**src/rtl/eth_pkg.sv**
```systemverilog
// Shared Ethernet constants, receive FSM state type and the byte-wise CRC-32 step.
// Used by the GMII receive MAC and the CRC engine that the TX path also uses.
package eth_pkg;

    localparam logic [7:0]  PREAMBLE_BYTE = 8'h55;
    localparam logic [7:0]  SFD_BYTE      = 8'hD5;
    localparam logic [31:0] CRC32_POLY    = 32'hEDB88320;
    localparam logic [31:0] CRC32_INIT    = 32'hFFFFFFFF;
    localparam logic [31:0] CRC32_RESIDUE = 32'hDEBB20E3;

    typedef enum logic [1:0] {
        DROP     = 2'd0,
        IDLE     = 2'd1,
        PREAMBLE = 2'd2,
        DATA     = 2'd3
    } rx_state_e;

    // Reflected CRC-32, one byte consumed LSB first.
    function automatic logic [31:0] crc32_byte(input logic [31:0] crc, input logic [7:0] data);
        logic [31:0] c;
        c = crc;
        for (int k = 0; k < 8; k++) begin
            if (c[0] ^ data[k]) begin
                c = (c >> 1) ^ CRC32_POLY;
            end else begin
                c = c >> 1;
            end
        end
        return c;
    endfunction

endpackage

```
**src/rtl/eth_crc32.sv**
```systemverilog
// Byte-wise registered CRC-32 (reflected, no final inversion); o_crc holds the running
// register, so a frame checked through its FCS leaves the fixed residue behind.
module eth_crc32
    import eth_pkg::*;
(
    input  logic        i_clk,
    input  logic        i_reset,
    input  logic        i_clear,
    input  logic        i_en,
    input  logic [7:0]  i_data,
    output logic [31:0] o_crc
);

    always_ff @(posedge i_clk or posedge i_reset) begin
        if (i_reset) begin
            o_crc <= CRC32_INIT;
        end else if (i_clear) begin
            o_crc <= CRC32_INIT;
        end else if (i_en) begin
            o_crc <= crc32_byte(o_crc, i_data);
        end
    end

endmodule

```
**src/rtl/gmii_rx_mac.sv**
```systemverilog
// GMII receive MAC: strips preamble/SFD and FCS, checks CRC/length/PHY error, flags frames.
// Optional saturating frame statistics counters when GMII_RX_STATS_EN is defined.
//
// state    | meaning
// DROP     | waiting for rx_dv low so we never lock onto a frame already in flight
// IDLE     | between frames, looking for preamble or SFD
// PREAMBLE | inside 0x55 run, waiting for SFD
// DATA     | frame body: CRC, length, error flag, 5-byte delay line to hide FCS
module gmii_rx_mac
    import eth_pkg::*;
#(
    parameter int MIN_FRAME_LEN = 64,
    parameter int MAX_FRAME_LEN = 1518
) (
    input  logic        i_clk,
    input  logic        i_reset,
    input  logic        i_rx_dv,
    input  logic        i_rx_er,
    input  logic [7:0]  i_rx_d,
    output logic [7:0]  o_tdata,
    output logic        o_tvalid,
    output logic        o_tlast,
    output logic        o_tuser,
    output logic        o_frame_good,
    output logic        o_frame_bad,
    output logic        o_preamble_err
`ifdef GMII_RX_STATS_EN
    ,
    output logic [31:0] o_good_count,
    output logic [31:0] o_bad_count,
    output logic [31:0] o_preamble_err_count
`endif
);

    localparam int LEN_W = $clog2(MAX_FRAME_LEN + 2);
    localparam logic [LEN_W-1:0] LEN_MIN = LEN_W'(MIN_FRAME_LEN);
    localparam logic [LEN_W-1:0] LEN_MAX = LEN_W'(MAX_FRAME_LEN);
    localparam logic [LEN_W-1:0] LEN_SAT = LEN_W'(MAX_FRAME_LEN + 1);
    localparam logic [2:0]       DLY_DEPTH = 3'd5;

    rx_state_e        state;
    logic [7:0]       dly [5];
    logic [2:0]       fill;
    logic [LEN_W-1:0] len;
    logic             er_seen;
    logic [31:0]      crc;
    logic             sfd_hit;
    logic             crc_en;
    logic             frame_bad;

    always_comb begin
        sfd_hit   = i_rx_dv && (i_rx_d == SFD_BYTE) && ((state == IDLE) || (state == PREAMBLE));
        crc_en    = i_rx_dv && (state == DATA);
        frame_bad = (crc != CRC32_RESIDUE) || er_seen || (len < LEN_MIN) || (len > LEN_MAX);
    end

    eth_crc32 u_crc (
        .i_clk   (i_clk),
        .i_reset (i_reset),
        .i_clear (sfd_hit),
        .i_en    (crc_en),
        .i_data  (i_rx_d),
        .o_crc   (crc)
    );

    always_ff @(posedge i_clk or posedge i_reset) begin
        if (i_reset) begin
            state          <= DROP;
            fill           <= '0;
            len            <= '0;
            er_seen        <= 1'b0;
            for (int k = 0; k < 5; k++) dly[k] <= '0;
            o_tdata        <= '0;
            o_tvalid       <= 1'b0;
            o_tlast        <= 1'b0;
            o_tuser        <= 1'b0;
            o_frame_good   <= 1'b0;
            o_frame_bad    <= 1'b0;
            o_preamble_err <= 1'b0;
        end else begin
            o_tvalid       <= 1'b0;
            o_tlast        <= 1'b0;
            o_tuser        <= 1'b0;
            o_frame_good   <= 1'b0;
            o_frame_bad    <= 1'b0;
            o_preamble_err <= 1'b0;

            if (sfd_hit) begin
                fill    <= '0;
                len     <= '0;
                er_seen <= 1'b0;
                for (int k = 0; k < 5; k++) dly[k] <= '0;
            end

            case (state)
                DROP: begin
                    if (!i_rx_dv) state <= IDLE;
                end
                IDLE: begin
                    if (i_rx_dv) begin
                        if (i_rx_d == PREAMBLE_BYTE) begin
                            state <= PREAMBLE;
                        end else if (i_rx_d == SFD_BYTE) begin
                            state <= DATA;
                        end else begin
                            o_preamble_err <= 1'b1;
                            state          <= DROP;
                        end
                    end
                end
                PREAMBLE: begin
                    if (!i_rx_dv) begin
                        o_preamble_err <= 1'b1;
                        state          <= IDLE;
                    end else if (i_rx_d == SFD_BYTE) begin
                        state <= DATA;
                    end else if (i_rx_d != PREAMBLE_BYTE) begin
                        o_preamble_err <= 1'b1;
                        state          <= DROP;
                    end
                end
                DATA: begin
                    if (i_rx_dv) begin
                        if (len != LEN_SAT) len <= len + LEN_W'(1);
                        if (i_rx_er) er_seen <= 1'b1;
                        dly[0] <= i_rx_d;
                        for (int k = 1; k < 5; k++) dly[k] <= dly[k-1];
                        if (fill == DLY_DEPTH) begin
                            o_tvalid <= 1'b1;
                            o_tdata  <= dly[4];
                        end else begin
                            fill <= fill + 3'd1;
                        end
                    end else begin
                        // The four youngest held bytes are the FCS; only the oldest is payload.
                        if (fill == DLY_DEPTH) begin
                            o_tvalid <= 1'b1;
                            o_tdata  <= dly[4];
                            o_tlast  <= 1'b1;
                            o_tuser  <= frame_bad;
                        end
                        o_frame_good <= !frame_bad;
                        o_frame_bad  <= frame_bad;
                        state        <= IDLE;
                    end
                end
                default: state <= DROP;
            endcase
        end
    end

`ifdef GMII_RX_STATS_EN
    always_ff @(posedge i_clk or posedge i_reset) begin
        if (i_reset) begin
            o_good_count         <= '0;
            o_bad_count          <= '0;
            o_preamble_err_count <= '0;
        end else begin
            if (o_frame_good && (o_good_count != '1)) o_good_count <= o_good_count + 32'd1;
            if (o_frame_bad && (o_bad_count != '1)) o_bad_count <= o_bad_count + 32'd1;
            if (o_preamble_err && (o_preamble_err_count != '1)) begin
                o_preamble_err_count <= o_preamble_err_count + 32'd1;
            end
        end
    end
`endif

endmodule

```
**config.mk**
```make
export PLATFORM = sky130hd
export DESIGN_NAME = gmii_rx_mac
export DESIGN_NICKNAME = d
export VERILOG_FILES = /design/src/rtl/eth_pkg.sv /design/src/rtl/eth_crc32.sv /design/src/rtl/gmii_rx_mac.sv
export SDC_FILE = /design/constraint.sdc
export NUM_CORES = 1
export LEC_CHECK = 0
export BUFFER_PORTS_ARGS = -buffer_cell sky130_fd_sc_hd__buf_2
export CAP_MARGIN = 20
export CELL_PAD_IN_SITES_DETAIL_PLACEMENT = 1
export CELL_PAD_IN_SITES_GLOBAL_PLACEMENT = 1
export CORE_AREA = 2 2 114 116
export CTS_CLUSTER_DIAMETER = 100
export DETAILED_ROUTE_END_ITERATION = 6
export DIE_AREA = 0 0 116 118
export PLACE_DENSITY_LB_ADDON = 0.1
export SETUP_SLACK_MARGIN = 0.2
export SLEW_MARGIN = 40
export SYNTH_ARGS = -nofsm -noshare
export SYNTH_HDL_FRONTEND = slang
export SYNTH_SLANG_ARGS = --single-unit
export TNS_END_PERCENT = 30
```
**constraint.sdc**
```tcl
create_clock -name i_clk -period 6.3 [get_ports i_clk]
set_input_delay 1.575 -clock i_clk [delete_from_list [all_inputs] [get_ports i_clk]]
set_output_delay 1.575 -clock i_clk [all_outputs]
set_load 0.005 [all_outputs]
```
==> results.sh <==
export IMPL_synthCells=507
export IMPL_hold_path_class="flip-flop to flip-flop"
export IMPL_syn_area_um2=5510
export IMPL_path_cells="buf_2 > or4b_4 > nor4b_4 > and2_2 > o21ai_0"
export IMPL_finalHoldViolations=0
export IMPL_worstPathArrival_ps=3850
export IMPL_synth_edff_count=0
export IMPL_fillCellCount=1386
export IMPL_rows=41
export IMPL_rsz0062_at_grt="false"
export IMPL_insertion_delay_ps=350
export IMPL_clk_pin_slew_ps=70
export IMPL_ir_worst_vdd_mv=0.305
export IMPL_clockPowerShare=0.167
export IMPL_drt_drc_violations_left=0
export IMPL_tightest_slew_ps=829
export IMPL_synth_most_common_cell="nand2_1"
export IMPL_wl_per_cell_um=19.0
export IMPL_placed_area_um2=5780
export IMPL_dp_hpwl_um=9000
export IMPL_slew_headroom=0.439
export IMPL_yosysWarnings=0
export IMPL_htree_levels=3
export IMPL_slowest_delay_ps=700
export IMPL_synth_area_leaders="dfrtp_1 (32%), dfstp_2 (15%), nand2_1 (7.2%)"
export IMPL_synth_flop_cell="dfrtp_1"
export IMPL_synth_top_area_frac=0.322
export IMPL_p_comb_frac=0.481
export IMPL_finalPower_mw=3.46
export IMPL_antenna_found_initial=0
export IMPL_maxSlewViolCount=0
export IMPL_swShare=0.359
export IMPL_ys_seq_elements=103
export IMPL_cts_inserted_buffers=9
export IMPL_power_switching_mw=1.24
export IMPL_period_needed_ps=3640
export IMPL_gr_total_overflow=0
export IMPL_fin_skew_ps=8.15
export IMPL_die_w_um=116
export IMPL_grt_util_met2=0.319
export IMPL_syn_nets=526
export IMPL_cts_sinks=103
export IMPL_cp_max_fo=42
export IMPL_setup_viol=0
export IMPL_avgSynthCellArea_um2=10.9
export IMPL_p_int_mw=2.22
export IMPL_ios=26
export IMPL_die_area_um2=13700
export IMPL_cts_buffer_depth=2
export IMPL_fmax_ghz=0.275
export IMPL_n_antenna_cell=0
export IMPL_gp_congestion=0.830
export IMPL_crit_buf_inv=1
export IMPL_rrSetupSlack_ps=3470
export IMPL_leakagePower_nw=2.75
export IMPL_netlist_top_cells_count="nand2_1 (105), dfrtp_1 (71), o21ai_0 (47)"
export IMPL_cap_viol_max_count=0
export IMPL_busiest_layer="met2"
export IMPL_start_kind="primary input"
export IMPL_grt_start_max_net_pins=57
export IMPL_cts_resized=0
export IMPL_worstPathRequired_ps=6510
export IMPL_syn_to_final_growth_pct=10.6
export IMPL_power_density_nw_per_um2=568
export IMPL_final_area_um2=6100
export IMPL_setup_tns_ps=0
export IMPL_nets=538
export IMPL_grt_pass1_vias=4102
export IMPL_antenna_left=0
export IMPL_grt_met3_usage=0.0407
export IMPL_port_buffers=25
export IMPL_drive_above_1_share=0.200
export IMPL_pwr_share_seq=0.352
export IMPL_ys_types=59
export IMPL_initial_core_util=0.444
export IMPL_path_class="primary input to flip-flop"
export IMPL_finalWirelength_um=13200
export IMPL_path_delay_family="simple AND/OR/NAND/NOR gates"
export IMPL_die_h_um=118
export IMPL_cts_root_buf="clkbuf_16"
export IMPL_synth_top_area_cell="dfrtp_1"
export IMPL_cts_tree="built"
export IMPL_async_flop_share=1.00
export IMPL_grt_use_total=0.209
export IMPL_core_um2=12400
export IMPL_holdBufCountCts=0
export IMPL_vias=3865
export IMPL_outcome="finished, final reports clean"
export IMPL_fin_crit_sh=0.578
export IMPL_dr_first_iter_drc_count=143
export IMPL_grt_util_met1=0.298
export IMPL_post_cts_setup_buffers=0
export IMPL_dr_pass1_iters=4
export IMPL_ys_seq_area_frac=0.475
export IMPL_critPathSlowestCell="and2_2"
export IMPL_viasPerCell=5.55
export IMPL_grt_first_pass_wirelength_um=21900
export IMPL_whs_ps=485
export IMPL_worstSetupEndpointType="flip-flop"
## power by group through the flow
stage	clock network, mW	registers [mW]	logic (mW)
2_1_floorplan	0	1.14	1.37
3_3_place_gp	0	1.21	1.59
6_report	0.579	1.22	1.67
3_5_place_dp	0	1.23	1.65
4_1_cts	0.599	1.22	1.67
5_1_grt	0.626	1.26	1.83
## worst paths after layout
path,cells past startpoint,startpoint,to
min in group asynchronous,2,i_reset,async pin
worst min register to register,2,flip-flop,flip-flop
worst max register to register,6,state[0]$_DFFE_PP0P_,len[3]$_DFF_PP0_
worst max-delay path,5,i_rx_d[3],flip-flop
worst min-delay path,2,flip-flop,flip-flop
max in group asynchronous,3,i_reset,len[5]$_DFF_PP0_
## worst min-delay path, cell delays in order (launching register included)
cell     delay (ps)
dfrtp_1         350
nand2_1          50
o21ai_0          60
## cell usage in the layout (no fill, tap or decap), drive strengths merged, types with 6 or more instances in the layout
cell	n
a21oi	6
a2bb2oi	13
buf	28
clkbuf	11
dfrtp	71
dfstp	32
ha	7
inv	15
mux2	8
nand2	105
nand3	10
nand4	6
nor2	11
o211ai	19
o21ai	47
xnor2	28
xnor3	16
xor2	15
xor3	6
## cells by family (layout without fill, tap and decap cells)
| family | count (synthesis) | count (layout) | synth area share |
|---|---|---|---|
| compound gates | 114 | 114 | 0.137 |
| simple gates | 168 | 168 | 0.148 |
| fa+ha+maj | 7 | 7 | 0.0159 |
| flops | 103 | 103 | 0.475 |
| xor+xnor | 65 | 65 | 0.174 |
| mux | 11 | 11 | 0.0218 |
| buf+inv | 39 | 56 | 0.0284 |
## through the flow
step / std cells / worst slack (ps) / utilization
after floorplan: 507 / 2070 / -
after global placement: 680 / 2370 / 0.465
after detailed placement: 680 / 2300 / 0.465
after CTS: 696 / 2680 / 0.490
after global routing: 696 / 2480 / 0.491
final: 696 / 2660 / 0.491
## per-layer routing
layer,wire [um],vias up
li1,-,1827
met2,6240,45
met4,166,0
met3,317,9
met1,6510,1984
met5,0,-
## cell type report
cell class,count,area (um^2),area share
Tap cell,172,215,0.0353
Timing Repair Buffer,28,148,0.0242
Multi-Input combinational cell,365,2770,0.454
Clock buffer,11,243,0.0398
Inverter,12,47.5,0.00780
Sequential cell,103,2620,0.429
Clock inverter,5,61.3,0.0101
Power figures use the tool's default switching activity.
